## config.mk

```make
export PLATFORM = sky130hd
export DESIGN_NAME = sdram_port_arbiter
export DESIGN_NICKNAME = d
export VERILOG_FILES = /design/src/rtl/sdram_arb_pkg.sv /design/src/rtl/sdram_port_arbiter.sv
export SDC_FILE = /design/constraint.sdc
export NUM_CORES = 1
export LEC_CHECK = 0
export ABC_AREA = 1
export ABC_CLOCK_PERIOD_IN_PS = 2000
export BUFFER_PORTS_ARGS = -buffer_cell sky130_fd_sc_hd__buf_2
export CAP_MARGIN = 5
export CELL_PAD_IN_SITES_DETAIL_PLACEMENT = 1
export CELL_PAD_IN_SITES_GLOBAL_PLACEMENT = 1
export CORE_ASPECT_RATIO = 0.6
export CORE_MARGIN = 3
export CORE_UTILIZATION = 32
export CTS_BUF_LIST = sky130_fd_sc_hd__clkbuf_8
export CTS_CLUSTER_DIAMETER = 80
export DETAILED_ROUTE_END_ITERATION = 6
export GPL_TIMING_DRIVEN = 0
export PLACE_DENSITY_LB_ADDON = 0.12
export SYNTH_ARGS = -nofsm -noshare
export SYNTH_HDL_FRONTEND = slang
export SYNTH_SLANG_ARGS = --single-unit
```

## constraint.sdc

```tcl
create_clock -name i_sdram_clk -period 2 [get_ports i_sdram_clk]
set_clock_uncertainty 0.1 [all_clocks]
set_input_delay 0.3 -clock i_sdram_clk [delete_from_list [all_inputs] [get_ports i_sdram_clk]]
set_output_delay 0.3 -clock i_sdram_clk [all_outputs]
set_load 0.01 [all_outputs]
```

## src/rtl/sdram_arb_pkg.sv

```systemverilog
// Shared definitions for the SDRAM port arbiter.
// State encoding and beat counter sizing.
package sdram_arb_pkg;

    typedef enum logic [2:0] {
        ST_IDLE     = 3'd0,
        ST_CMD      = 3'd1,
        ST_WR_BURST = 3'd2,
        ST_RD_BURST = 3'd3,
        ST_DONE     = 3'd4
    } arb_state_t;

    // One bit wider than the length field so 256 beats never wrap.
    localparam int BEAT_W = 9;
    localparam int LEN_W  = 8;

endpackage

```

## src/rtl/sdram_port_arbiter.sv

```systemverilog
// Arbitrates one write port and one read port onto a single-command
// SDRAM controller, steering the per-word handshake to the granted port.
module sdram_port_arbiter
    import sdram_arb_pkg::*;
#(
    parameter int SDRAM_ADDRS_WIDE = 21,
    parameter int SDRAM_DATA_WIDE  = 32
) (
    input  logic                        i_sdram_clk,
    input  logic                        i_rst_n,
    input  logic                        i_wr_en,
    input  logic                        i_wr_force,
    input  logic [SDRAM_ADDRS_WIDE-1:0] i_wr_addrs,
    input  logic [LEN_W-1:0]            i_wr_lengths,
    input  logic [SDRAM_DATA_WIDE-1:0]  i_wr_data,
    output logic                        o_wr_data_req,
    output logic                        o_wr_done,
    input  logic                        i_rd_en,
    input  logic [SDRAM_ADDRS_WIDE-1:0] i_rd_addrs,
    input  logic [LEN_W-1:0]            i_rd_lengths,
    output logic [SDRAM_DATA_WIDE-1:0]  o_rd_data,
    output logic                        o_rd_data_vld,
    output logic                        o_rd_done,
    output logic                        o_ctrl_cmd_vld,
    output logic                        o_ctrl_cmd_wr,
    output logic [SDRAM_ADDRS_WIDE-1:0] o_ctrl_addrs,
    output logic [LEN_W-1:0]            o_ctrl_lengths,
    input  logic                        i_ctrl_cmd_rdy,
    input  logic                        i_ctrl_data_req,
    output logic [SDRAM_DATA_WIDE-1:0]  o_ctrl_wr_data,
    input  logic [SDRAM_DATA_WIDE-1:0]  i_ctrl_rd_data,
    input  logic                        i_ctrl_rd_data_vld,
    input  logic                        i_ctrl_done,
    output logic                        o_err
);

    localparam logic [BEAT_W-1:0] BEAT_ONE = BEAT_W'(1);

    arb_state_t        state;
    arb_state_t        state_nx;
    logic [BEAT_W-1:0] beat;
    logic [BEAT_W-1:0] len_ext;
    logic              last_wr;
    logic              req_any;
    logic              grant_wr;
    logic              in_range;
    logic              in_burst;
    logic              wr_pass;
    logic              wr_over;
    logic              rd_take;
    logic              rd_over;
    logic              done_bad;
    logic              err_set;

    // Force wins; otherwise a tie goes to whichever port was not served last.
    function automatic logic pick_wr(
        input logic wr_en,
        input logic rd_en,
        input logic force_wr,
        input logic prev_wr
    );
        logic res;
        if (!rd_en) begin
            res = wr_en;
        end else if (!wr_en) begin
            res = 1'b0;
        end else if (force_wr) begin
            res = 1'b1;
        end else begin
            res = ~prev_wr;
        end
        return res;
    endfunction

    assign req_any  = i_wr_en | i_rd_en;
    assign grant_wr = pick_wr(i_wr_en, i_rd_en, i_wr_force, last_wr);
    assign len_ext  = {{(BEAT_W-LEN_W){1'b0}}, o_ctrl_lengths};
    assign in_range = (beat <= len_ext);
    assign in_burst = (state == ST_WR_BURST) || (state == ST_RD_BURST);

    assign wr_pass = (state == ST_WR_BURST) && i_ctrl_data_req && in_range;
    assign wr_over = (state == ST_WR_BURST) && i_ctrl_data_req && !in_range;
    assign rd_take = (state == ST_RD_BURST) && i_ctrl_rd_data_vld && in_range;
    assign rd_over = (state == ST_RD_BURST) && i_ctrl_rd_data_vld && !in_range;

    always_comb begin
        done_bad = 1'b0;
        if (i_ctrl_done) begin
            if (in_burst) begin
                done_bad = (beat != (len_ext + BEAT_ONE));
            end else if (state == ST_IDLE || state == ST_CMD) begin
                done_bad = 1'b1;
            end
        end
    end

    assign err_set = wr_over | rd_over | done_bad;

    always_comb begin
        state_nx = state;
        unique case (state)
            ST_IDLE: begin
                if (req_any) begin
                    state_nx = ST_CMD;
                end
            end
            ST_CMD: begin
                if (i_ctrl_cmd_rdy) begin
                    state_nx = o_ctrl_cmd_wr ? ST_WR_BURST : ST_RD_BURST;
                end
            end
            ST_WR_BURST, ST_RD_BURST: begin
                if (i_ctrl_done) begin
                    state_nx = ST_DONE;
                end
            end
            ST_DONE: begin
                state_nx = ST_IDLE;
            end
            default: begin
                state_nx = ST_IDLE;
            end
        endcase
    end

    // Write data is a straight pass-through; the port FIFO latency is the
    // controller's concern, not ours.
    assign o_ctrl_cmd_vld = (state == ST_CMD);
    assign o_wr_data_req  = wr_pass;
    assign o_ctrl_wr_data = i_wr_data;
    assign o_wr_done      = (state == ST_DONE) && o_ctrl_cmd_wr;
    assign o_rd_done      = (state == ST_DONE) && !o_ctrl_cmd_wr;

    always_ff @(posedge i_sdram_clk or negedge i_rst_n) begin
        if (!i_rst_n) begin
            state          <= ST_IDLE;
            beat           <= '0;
            last_wr        <= 1'b0;
            o_ctrl_cmd_wr  <= 1'b0;
            o_ctrl_addrs   <= '0;
            o_ctrl_lengths <= '0;
            o_rd_data      <= '0;
            o_rd_data_vld  <= 1'b0;
            o_err          <= 1'b0;
        end else begin
            state <= state_nx;

            if (state == ST_IDLE && req_any) begin
                o_ctrl_cmd_wr  <= grant_wr;
                o_ctrl_addrs   <= grant_wr ? i_wr_addrs : i_rd_addrs;
                o_ctrl_lengths <= grant_wr ? i_wr_lengths : i_rd_lengths;
            end

            if (state == ST_CMD && i_ctrl_cmd_rdy) begin
                beat    <= '0;
                last_wr <= o_ctrl_cmd_wr;
            end else if (wr_pass || rd_take) begin
                beat <= beat + BEAT_ONE;
            end

            o_rd_data_vld <= rd_take;
            if (rd_take) begin
                o_rd_data <= i_ctrl_rd_data;
            end

            if (err_set) begin
                o_err <= 1'b1;
            end
        end
    end

endmodule

```

==> results of run 1 <==
## power by group through the flow
stage          sequential [mW]  combinational [mW]  clock, mW
2_1_floorplan             2.96                1.86          0
3_3_place_gp              2.70                3.46          0
3_5_place_dp              2.74                3.60          0
4_1_cts                   2.67                4.05       1.21
5_1_grt                   2.78                4.79       1.26
6_report                  2.69                4.30       1.17
## routing by layer
| metal | GRT usage, % | vias to the layer above |
|---|---|---|
| li1 | - | 2213 |
| met1 | 26.8 | 2187 |
| met2 | 32.7 | 148 |
| met3 | 6.85 | 15 |
| met4 | 3.71 | 6 |
| met5 | 0 | - |
## cell usage after synthesis
library cell / instances / area share, %
a21oi_1: 2 / 0.23
a21oi_2: 1 / 0.20
buf_2: 11 / 1.3
buf_4: 35 / 6.1
buf_6: 4 / 1.1
clkbuf_1: 8 / 0.70
clkbuf_2: 1 / 0.12
dfrtp_1: 77 / 45
ha_1: 10 / 2.9
inv_1: 58 / 5.1
inv_2: 2 / 0.18
inv_4: 1 / 0.15
nand2_1: 174 / 15
nand2_2: 2 / 0.29
nand2_4: 2 / 0.53
nand3_1: 30 / 3.5
nand3_2: 1 / 0.23
nand3b_1: 2 / 0.35
nand4_1: 10 / 1.5
nor2_1: 52 / 4.6
nor2_2: 1 / 0.15
nor3_1: 3 / 0.35
nor4_4: 1 / 0.50
o21ai_0: 34 / 4.0
o22ai_1: 29 / 4.2
xnor2_1: 2 / 0.41
xor2_1: 6 / 1.2
## flip-flops by register name (all words and copies together), names as in the netlist
register and cells:
state 3, o_err 1, o_ctrl_lengths 8, o_ctrl_cmd_wr 1, o_ctrl_addrs 21, o_rd_data 32
o_rd_data_vld 1, beat 9, last_wr 1
## how the worst max path moves through the flow
stage                          endpoint              start  slack [ns]  cells past startpoint
after CTS                 o_wr_data_req  o_ctrl_lengths[4]       -0.25                     11
after global routing      o_wr_data_req  o_ctrl_lengths[3]       -0.29                     10
after detailed placement  o_rd_data[14]  o_ctrl_lengths[4]       -0.19                     12
after floorplan            o_rd_data[0]  o_ctrl_lengths[4]        0.08                     13
after global placement    o_wr_data_req  o_ctrl_lengths[7]       -0.19                      8
final                     o_wr_data_req  o_ctrl_lengths[3]       -0.20                     10
## cell type report
cell class,count,area (um^2)
fillers,1687,6750
flip-flops and latches,77,1940
multi-input cells,362,1930
repair buffers,228,1310
plain buffers,58,418
inverters,61,241
well taps,170,213
clock buffers,9,124
clock inverters,5,55.1
## cell families after synthesis
kind of cell / after synthesis
simple gates: 278
buf+inv: 120
flops: 77
compound gates: 66
fa+ha+maj: 10
xor+xnor: 8
## worst max-delay path, cell delays in order, from the launching register on
cell     delay [ns]
dfrtp_1        0.40
inv_2          0.11
ha_4           0.21
nand2_4        0.08
inv_2          0.04
nand2_2        0.06
nand2_2        0.06
nand2_2        0.08
nand3_4        0.09
a21oi_2        0.16
buf_2          0.16
## repair_timing
item	in CTS	in global routing
resized for setup	33	32
endpoints found under the hold margin	46	0
setup buffers	16	9
gates cloned	2	2
endpoints found under the setup margin	43	44
pin swaps	4	19
hold buffers	1	0
==> results.cfg, run 1 <==
[outcome]
status = finished with violations
violations = setup timing

[floorplan]
dieArea_mm2 = 0.0149
fp.dieW_um = 155
rows = 32
die_y_um = 95.6
core-area_mm2 = 0.0130
start_util_pct = 33.0
boundaryPins = 231

[sta]
tns_ns = -0.198
hold_violations = 0
worst_slack_ns = -0.198
max_clock_freq_mhz = 455
tightest_slew_ns = 0.513
slew_headroom_pct = 65.8
fin_crit_sh_pct = 110
drv_slew = 0
rsz0062_at_grt = true
holdWs_ns = 0.0394
period_minus_slack_ns = 2.20
setup_viol = 1

[logic_synthesis]
ys_seq_elements = 77
yosys.area_share.xor_xnor_pct = 1.64
synthSimpleGateAreaFrac_pct = 27.2
syn_area_mm2 = 0.00429
yosysUniqueCellTypes = 27
postSynthAreaPerCell_um2 = 7.67
syn_inst = 559
syn_nets = 700
ys_seq_area_share_pct = 45.0
synthAdderAreaFrac_pct = 2.92
yosysWarnings = 0
synth.area.mux_share_pct = 0
synth_compound_area_share_pct = 8.64
synth_top_family_by_area = simple AND/OR/NAND/NOR gates

[worst_hold_path]
holdPathEnd = o_rd_data[30]
worst_hold_startpoint = i_ctrl_rd_data[30]
hold_depth = 3
worst_hold_path_type = input port to flip-flop

[setup_path]
crit_fanout = 4
crit_path_start_kind = flip-flop
rrSetupSlack_ns = 0.01
r2r_end = o_rd_data[17]
reg2reg_depth = 12
end_kind = primary output
cp.required_ns = 1.60
timing.rr.start = beat[1]
arrival_ns = 1.80
criticalPathCategory = flip-flop to primary output

[power_and_ir_drop]
p_per_area_mw_per_mm2 = 1310
peakVddDrop_uv = 452
seqPwrFrac_pct = 32.9
combPwrFrac_pct = 52.7
internal-power_mw = 4.63
leakage_nw = 3.47
swShare_pct = 43.3
p_sw_mw = 3.53
p_clk_share_pct = 14.3
p_total_mw = 8.16

[finish]
post_route_cells_drive_above_1_share_pct = 42.4
finalNetCount = 938
final_cell_mix = 207 x buf_2, 165 x nand2_1, 69 x dfrtp_1
synthToLayoutAreaGrowth_pct = 45.2
antenna_cells = 0
stdcell_count = 970
final_common_cell = buf_2
fin_util_pct = 48.0
final_area_mm2 = 0.00622

[global_routing]
grt.overflow.total = 0
grt_start_max_net_pins = 68
grt_pass1_vias = 4751
grtUsageTotal_pct = 20.2
grt_pass1_wl_um = 24100
antenna_found_initial = 3

[route]
wl_met1_um = 7090
dr.pass1.iters = 6
drcViolationCount = 0
maxUsedRoutingLayer = met5
wl_per_cell_um = 16.3
via_per_inst = 4.71
drt-total-wl_um = 15800
wl_met2_um = 7350
ant_nets = 0
drt-initial-drc-count = 155
wl_met3_um = 1170
vias = 4569

[place]
dp_hpwl_um = 11700
placed_cells = 928
port_buffers = 198
dp_slack_ns = -0.195
place_area_mm2 = 0.00552
place.gp.congestion = 0.801

[clocking]
clk_latency_ns = 0.35
root_buffer = clkbuf_8
clk_pin_slew_worst_paths_ns = 0.09
cts_tree = done
htreeDepth = 3
clk_path_buf_depth = 2
cts_buffers = 9
cts.sinks = 77

[flow_run]
maxCapViolCount = 0
Power figures use the tool's default switching activity.
==> run 2, diff against run 1 <==
--- a/config.mk
+++ b/config.mk
@@ -6,14 +6,14 @@
 export NUM_CORES = 1
 export LEC_CHECK = 0
 export ABC_AREA = 1
-export ABC_CLOCK_PERIOD_IN_PS = 2000
+export ABC_CLOCK_PERIOD_IN_PS = 1800
 export BUFFER_PORTS_ARGS = -buffer_cell sky130_fd_sc_hd__buf_2
 export CAP_MARGIN = 5
 export CELL_PAD_IN_SITES_DETAIL_PLACEMENT = 1
 export CELL_PAD_IN_SITES_GLOBAL_PLACEMENT = 1
 export CORE_ASPECT_RATIO = 0.6
 export CORE_MARGIN = 3
-export CORE_UTILIZATION = 32
+export CORE_UTILIZATION = 29
 export CTS_BUF_LIST = sky130_fd_sc_hd__clkbuf_8
 export CTS_CLUSTER_DIAMETER = 80
 export DETAILED_ROUTE_END_ITERATION = 6
==> constraint.sdc (replaced) <==
create_clock -name i_sdram_clk -period 1.8 [get_ports i_sdram_clk]
set_clock_uncertainty 0.1 [all_clocks]
set_input_delay 0.27 -clock i_sdram_clk [delete_from_list [all_inputs] [get_ports i_sdram_clk]]
set_output_delay 0.27 -clock i_sdram_clk [all_outputs]
set_load 0.01 [all_outputs]
==> results.cfg, run 2 (same netlist as run 1, synthesis figures left out) <==
[global_routing]
grt_start_max_net_pins = 51
grt_pass1_vias = 4930
antenna_found_initial = 3
grt_pass1_wl_um = 25000
grtUsageTotal_pct = 19.3
grt.overflow.total = 0

[sta]
fin_crit_sh_pct = 121
setup_viol = 44
drv_slew = 0
tightest_slew_ns = 0.474
slew_headroom_pct = 68.4
max_clock_freq_mhz = 458
period_minus_slack_ns = 2.18
worst_slack_ns = -0.381
hold_violations = 0
rsz0062_at_grt = true

[route]
vias = 4579
drcViolationCount = 0
drt-initial-drc-count = 214
via_per_inst = 4.51
drt-total-wl_um = 16000
wl_per_cell_um = 15.7
dr.pass1.iters = 4
ant_nets = 0

[floorplan]
start_util_pct = 30.5
dieArea_mm2 = 0.0163
rows = 33
die_y_um = 100
core-area_mm2 = 0.0140
fp.dieW_um = 163
boundaryPins = 231

[setup_path]
crit_top_cell = a21oi_2
timing.rr.start = o_ctrl_lengths[7]
end_kind = primary output
crit_chain = inv_2 -> ha_4 -> nand2_4 -> inv_1 -> a21oi_2 -> nand3_2 -> a21oi_2 -> buf_2
cpPeakStageDelay_ns = 0.45
reg2reg_depth = 14
arrival_ns = 1.81
cp.required_ns = 1.43
crit_path_start_kind = flip-flop
criticalPathCategory = flip-flop to primary output
critPathSlowestCell = dfrtp_2
r2r_end = o_rd_data[3]
crit_fanout = 2
rrSetupSlack_ns = -0.32

[clocking]
clk_path_buf_depth = 2
cts_tree = done
root_buffer = clkbuf_8
htreeDepth = 3
clk_latency_ns = 0.37
clk_pin_slew_worst_paths_ns = 0.08
cts.sinks = 77
cts_buffers = 9

[place]
place_area_mm2 = 0.00559
dp_hpwl_um = 12100
port_buffers = 198
place.gp.congestion = 0.804

[outcome]
violations = setup timing
status = finished with violations

[finish]
fill_cells = 1797
largest_register_ffs = 32
regMostFlops = o_rd_data
finalNetCount = 959
final_common_cell = buf_2
final_area_mm2 = 0.00634
post_route_cells_drive_above_1_share_pct = 41.3
fin_util_pct = 45.2
final_cell_mix = 206 x buf_2, 167 x nand2_1, 68 x dfrtp_1
synthToLayoutAreaGrowth_pct = 47.9
antenna_cells = 0
reg_top3 = o_rd_data: 32 flops, o_ctrl_addrs: 21 flops, beat: 9 flops

[power_and_ir_drop]
leakage_nw = 3.53
peakVddDrop_uv = 498
p_per_area_mw_per_mm2 = 1420

[worst_hold_path]
holdPathEnd = o_rd_data[1]
worst_hold_path_type = input port to flip-flop
worst_hold_startpoint = i_ctrl_rd_data[1]
hold_depth = 3

[flow_run]
maxCapViolCount = 0
[run 2: power breakdown]
group / internal, mW / switching [mW]
sequential: 2.49 / 0.506
clock: 0.505 / 0.712
combinational: 2.03 / 2.72
[run 2: layout make-up]
type | count | area (um^2) | share of cell area, %
Sequential cell | 77 | 1940 | 30.6
Multi-Input combinational cell | 362 | 1870 | 29.5
Timing Repair Buffer | 249 | 1460 | 23.1
Buffer | 58 | 415 | 6.55
Tap cell | 192 | 240 | 3.79
Inverter | 61 | 239 | 3.77
Clock buffer | 9 | 124 | 1.95
Clock inverter | 7 | 51.3 | 0.809
[run 2: per-stage QoR]
step	setup slack (ns)	TNS, ns	power [mW]	std cells	hold slack [ns]
6_report	-0.381	-12.25	8.97	1015	0.0175
3_5_place_dp	-0.334	-13.00	7.16	950	0.143
3_3_place_gp	-0.493	-37.35	6.96	949	0.358
5_1_grt	-0.503	-18.03	9.75	1015	0.00615
2_1_floorplan	-0.0144	-0.413	5.43	559	-0.126
4_1_cts	-0.445	-15.67	8.76	1003	0.0000486
[run 2: worst max-delay path: cells and delay by family, from the launching register on]
family	cells	cell delay (ns)
compound gates	2	0.33
fa+ha+maj	1	0.22
buf+inv	3	0.30
flops	1	0.45
simple gates	2	0.17
[run 2: what timing repair did]
item                       4_1_cts  5_1_grt
hold buffers                    23        0
cloned                           1        0
setup endpoints to repair       51       67
resized for setup               20       24
pin swaps                        6        8
hold endpoints to repair        49        0
buffers inserted                13       13
[run 2: how the worst max path moves through the flow]
stage	from	to	slack (ns)	cells after the start
global route	o_ctrl_lengths[2]	o_wr_data_req	-0.50	10
floorplan	o_ctrl_lengths[4]	o_rd_data[0]	-0.01	15
CTS	o_ctrl_lengths[4]	o_wr_data_req	-0.44	11
detailed placement	o_ctrl_lengths[7]	o_rd_data[8]	-0.33	12
finish	o_ctrl_lengths[7]	o_wr_data_req	-0.38	8
global placement	i_rst_n	o_ctrl_lengths[7]	-0.49	1
[run 2: routing by layer]
metal	track usage, %	wire [um]
met4	4.42	183
met5	0	41
met3	7.51	1480
met2	31.8	7400
met1	24.2	6880
==> run 3, diff against run 2 <==
--- a/config.mk
+++ b/config.mk
@@ -7,16 +7,16 @@
 export LEC_CHECK = 0
 export ABC_AREA = 1
 export ABC_CLOCK_PERIOD_IN_PS = 1800
-export BUFFER_PORTS_ARGS = -buffer_cell sky130_fd_sc_hd__buf_2
 export CAP_MARGIN = 5
 export CELL_PAD_IN_SITES_DETAIL_PLACEMENT = 1
 export CELL_PAD_IN_SITES_GLOBAL_PLACEMENT = 1
 export CORE_ASPECT_RATIO = 0.6
 export CORE_MARGIN = 3
-export CORE_UTILIZATION = 29
+export CORE_UTILIZATION = 41
 export CTS_BUF_LIST = sky130_fd_sc_hd__clkbuf_8
 export CTS_CLUSTER_DIAMETER = 80
 export DETAILED_ROUTE_END_ITERATION = 6
+export DONT_BUFFER_PORTS = 1
 export GPL_TIMING_DRIVEN = 0
 export PLACE_DENSITY_LB_ADDON = 0.12
 export SYNTH_ARGS = -nofsm -noshare
==> results.cfg, run 3 (same netlist as run 1, synthesis figures left out) <==
[route]
vias = 3994
wl_met1_um = 6000
ant_nets = 0
wl_met3_um = 1060
drt-total-wl_um = 14000
wl_per_cell_um = 18.3
maxUsedRoutingLayer = met5
drt-initial-drc-count = 129
via_per_inst = 5.20
drcViolationCount = 0
wl_met2_um = 6620
dr.pass1.iters = 4

[sta]
tightest_slew_ns = 0.464
worst_slack_ns = -0.370
max_clock_freq_mhz = 461
period_minus_slack_ns = 2.17
setup_viol = 44
slew_headroom_pct = 69.0
hold_violations = 77
drv_slew = 0
rsz0062_at_grt = true
holdWs_ns = -0.492
fin_crit_sh_pct = 121

[floorplan]
dieArea_mm2 = 0.0118
fp.dieW_um = 138
core-area_mm2 = 0.0100
start_util_pct = 42.8
rows = 28
die_y_um = 85.2
boundaryPins = 231

[finish]
stdcell_count = 768
synthToLayoutAreaGrowth_pct = 27.5
regArea_mm2 = 0.00194
fill_cells = 1200
regMostFlops = o_rd_data
final_cell_mix = 172 x nand2_1, 69 x dfrtp_1, 52 x dlygate4sd3_1
finalNetCount = 770
final_area_mm2 = 0.00546
largest_register_ffs = 32
multi_input_area_mm2 = 0.00188
reg_top3 = o_rd_data: 32 flops, o_ctrl_addrs: 21 flops, beat: 9 flops
final_common_cell = nand2_1
post_route_cells_drive_above_1_share_pct = 18.2

[global_routing]
grt_start_max_net_pins = 78
grtUsageTotal_pct = 24.1
grt.overflow.total = 0
grt_pass1_wl_um = 22200
antenna_found_initial = 3
grt_pass1_vias = 4264

[clocking]
clk_latency_ns = 0.35
clk_path_buf_depth = 2
clk_pin_slew_worst_paths_ns = 0.08
cts_tree = done
cts_buffers = 9
root_buffer = clkbuf_8
holdBufCountCts = 52
cts.sinks = 77
htreeDepth = 3

[outcome]
violations = hold timing, setup timing
status = finished with violations

[place]
dp_slack_ns = -0.369
place_area_mm2 = 0.00450
place.gp.congestion = 0.779
placed_cells = 694
port_buffers = 0
dp_hpwl_um = 9960

[setup_path]
crit_fanout = 2
criticalPathCategory = flip-flop to primary output
r2r_end = o_rd_data[12]
arrival_ns = 1.80
critPathSlowestCell = dfrtp_1
cpPeakStageDelay_ns = 0.44
crit_path_start_kind = flip-flop
rrSetupSlack_ns = -0.36
end_kind = primary output
crit_chain = buf_6 -> inv_6 -> ha_4 -> nand2_4 -> inv_2 -> nand2_1 -> nand2_1 -> nand2_1 -> nand3_2 -> a21oi_4
cp.required_ns = 1.43
timing.rr.start = o_ctrl_lengths[5]
crit_top_cell = nand2_1
reg2reg_depth = 13

[power_and_ir_drop]
p_per_area_mw_per_mm2 = 1510
peakVddDrop_uv = 698
leakage_nw = 2.75

[worst_hold_path]
worst_hold_path_type = input port to asynchronous set/reset pin

[flow_run]
maxCapViolCount = 0
run 3: power by group:
part / switching [mW] / internal, mW
combinational: 1.90 / 1.33
sequential: 1.09 / 2.50
clock: 0.637 / 0.804
run 3: layer usage:
metal	global-route usage [%]	vias up
met2	38.7	151
met4	7.26	4
met5	0	-
met1	31.2	1924
met3	7.82	34
li1	-	1881
run 3: how the worst max path moves through the flow:
| stage | startpoint | endpoint | slack [ns] | cells past startpoint |
|---|---|---|---|---|
| after floorplan | o_ctrl_lengths[4] | o_rd_data[0] | -0.01 | 15 |
| after global placement | o_ctrl_lengths[7] | o_rd_data[11] | -0.31 | 12 |
| after detailed placement | o_ctrl_lengths[6] | o_rd_data[17] | -0.37 | 12 |
| after CTS | o_ctrl_lengths[4] | o_wr_data_req | -0.40 | 10 |
| after global routing | o_ctrl_lengths[4] | o_wr_data_req | -0.48 | 10 |
| final | o_ctrl_lengths[4] | o_wr_data_req | -0.37 | 10 |
run 3: repair_timing:
item,in CTS,in global routing
setup endpoints to repair,44,55
pin swaps,7,3
resized for setup,27,22
endpoints found under the hold margin,129,77
gates cloned,1,0
buffers inserted,7,0
run 3: cell type report:
type | count | share of cell area (%)
flip-flops and latches | 77 | 35.5
multi-input cells | 362 | 34.4
repair buffers | 60 | 10.6
plain buffers | 58 | 7.99
inverters | 61 | 4.56
well taps | 135 | 3.09
clock buffers | 10 | 2.52
clock inverters | 4 | 1.35
diodes | 1 | 0.0458
run 3: per-stage QoR:
| step | power [mW] | hold WS (ns) | utilization [%] | setup TNS [ns] |
|---|---|---|---|---|
| global placement | 6.14 | -0.124 | 44.9 | -12.30 |
| finish | 8.25 | -0.492 | 54.5 | -13.20 |
| CTS | 8.12 | -0.513 | 53.9 | -12.22 |
| floorplan | 5.43 | -0.126 | - | -0.413 |
| detailed placement | 6.31 | -0.123 | 44.9 | -14.57 |
| global route | 8.90 | -0.530 | 54.5 | -18.45 |
run 3: worst max-delay path, delay by kind of cell, from the launching register on:
family,cells,cell delay (ns)
simple gates,5,0.37
flops,1,0.44
compound gates,1,0.21
fa+ha+maj,1,0.20
buf+inv,3,0.23
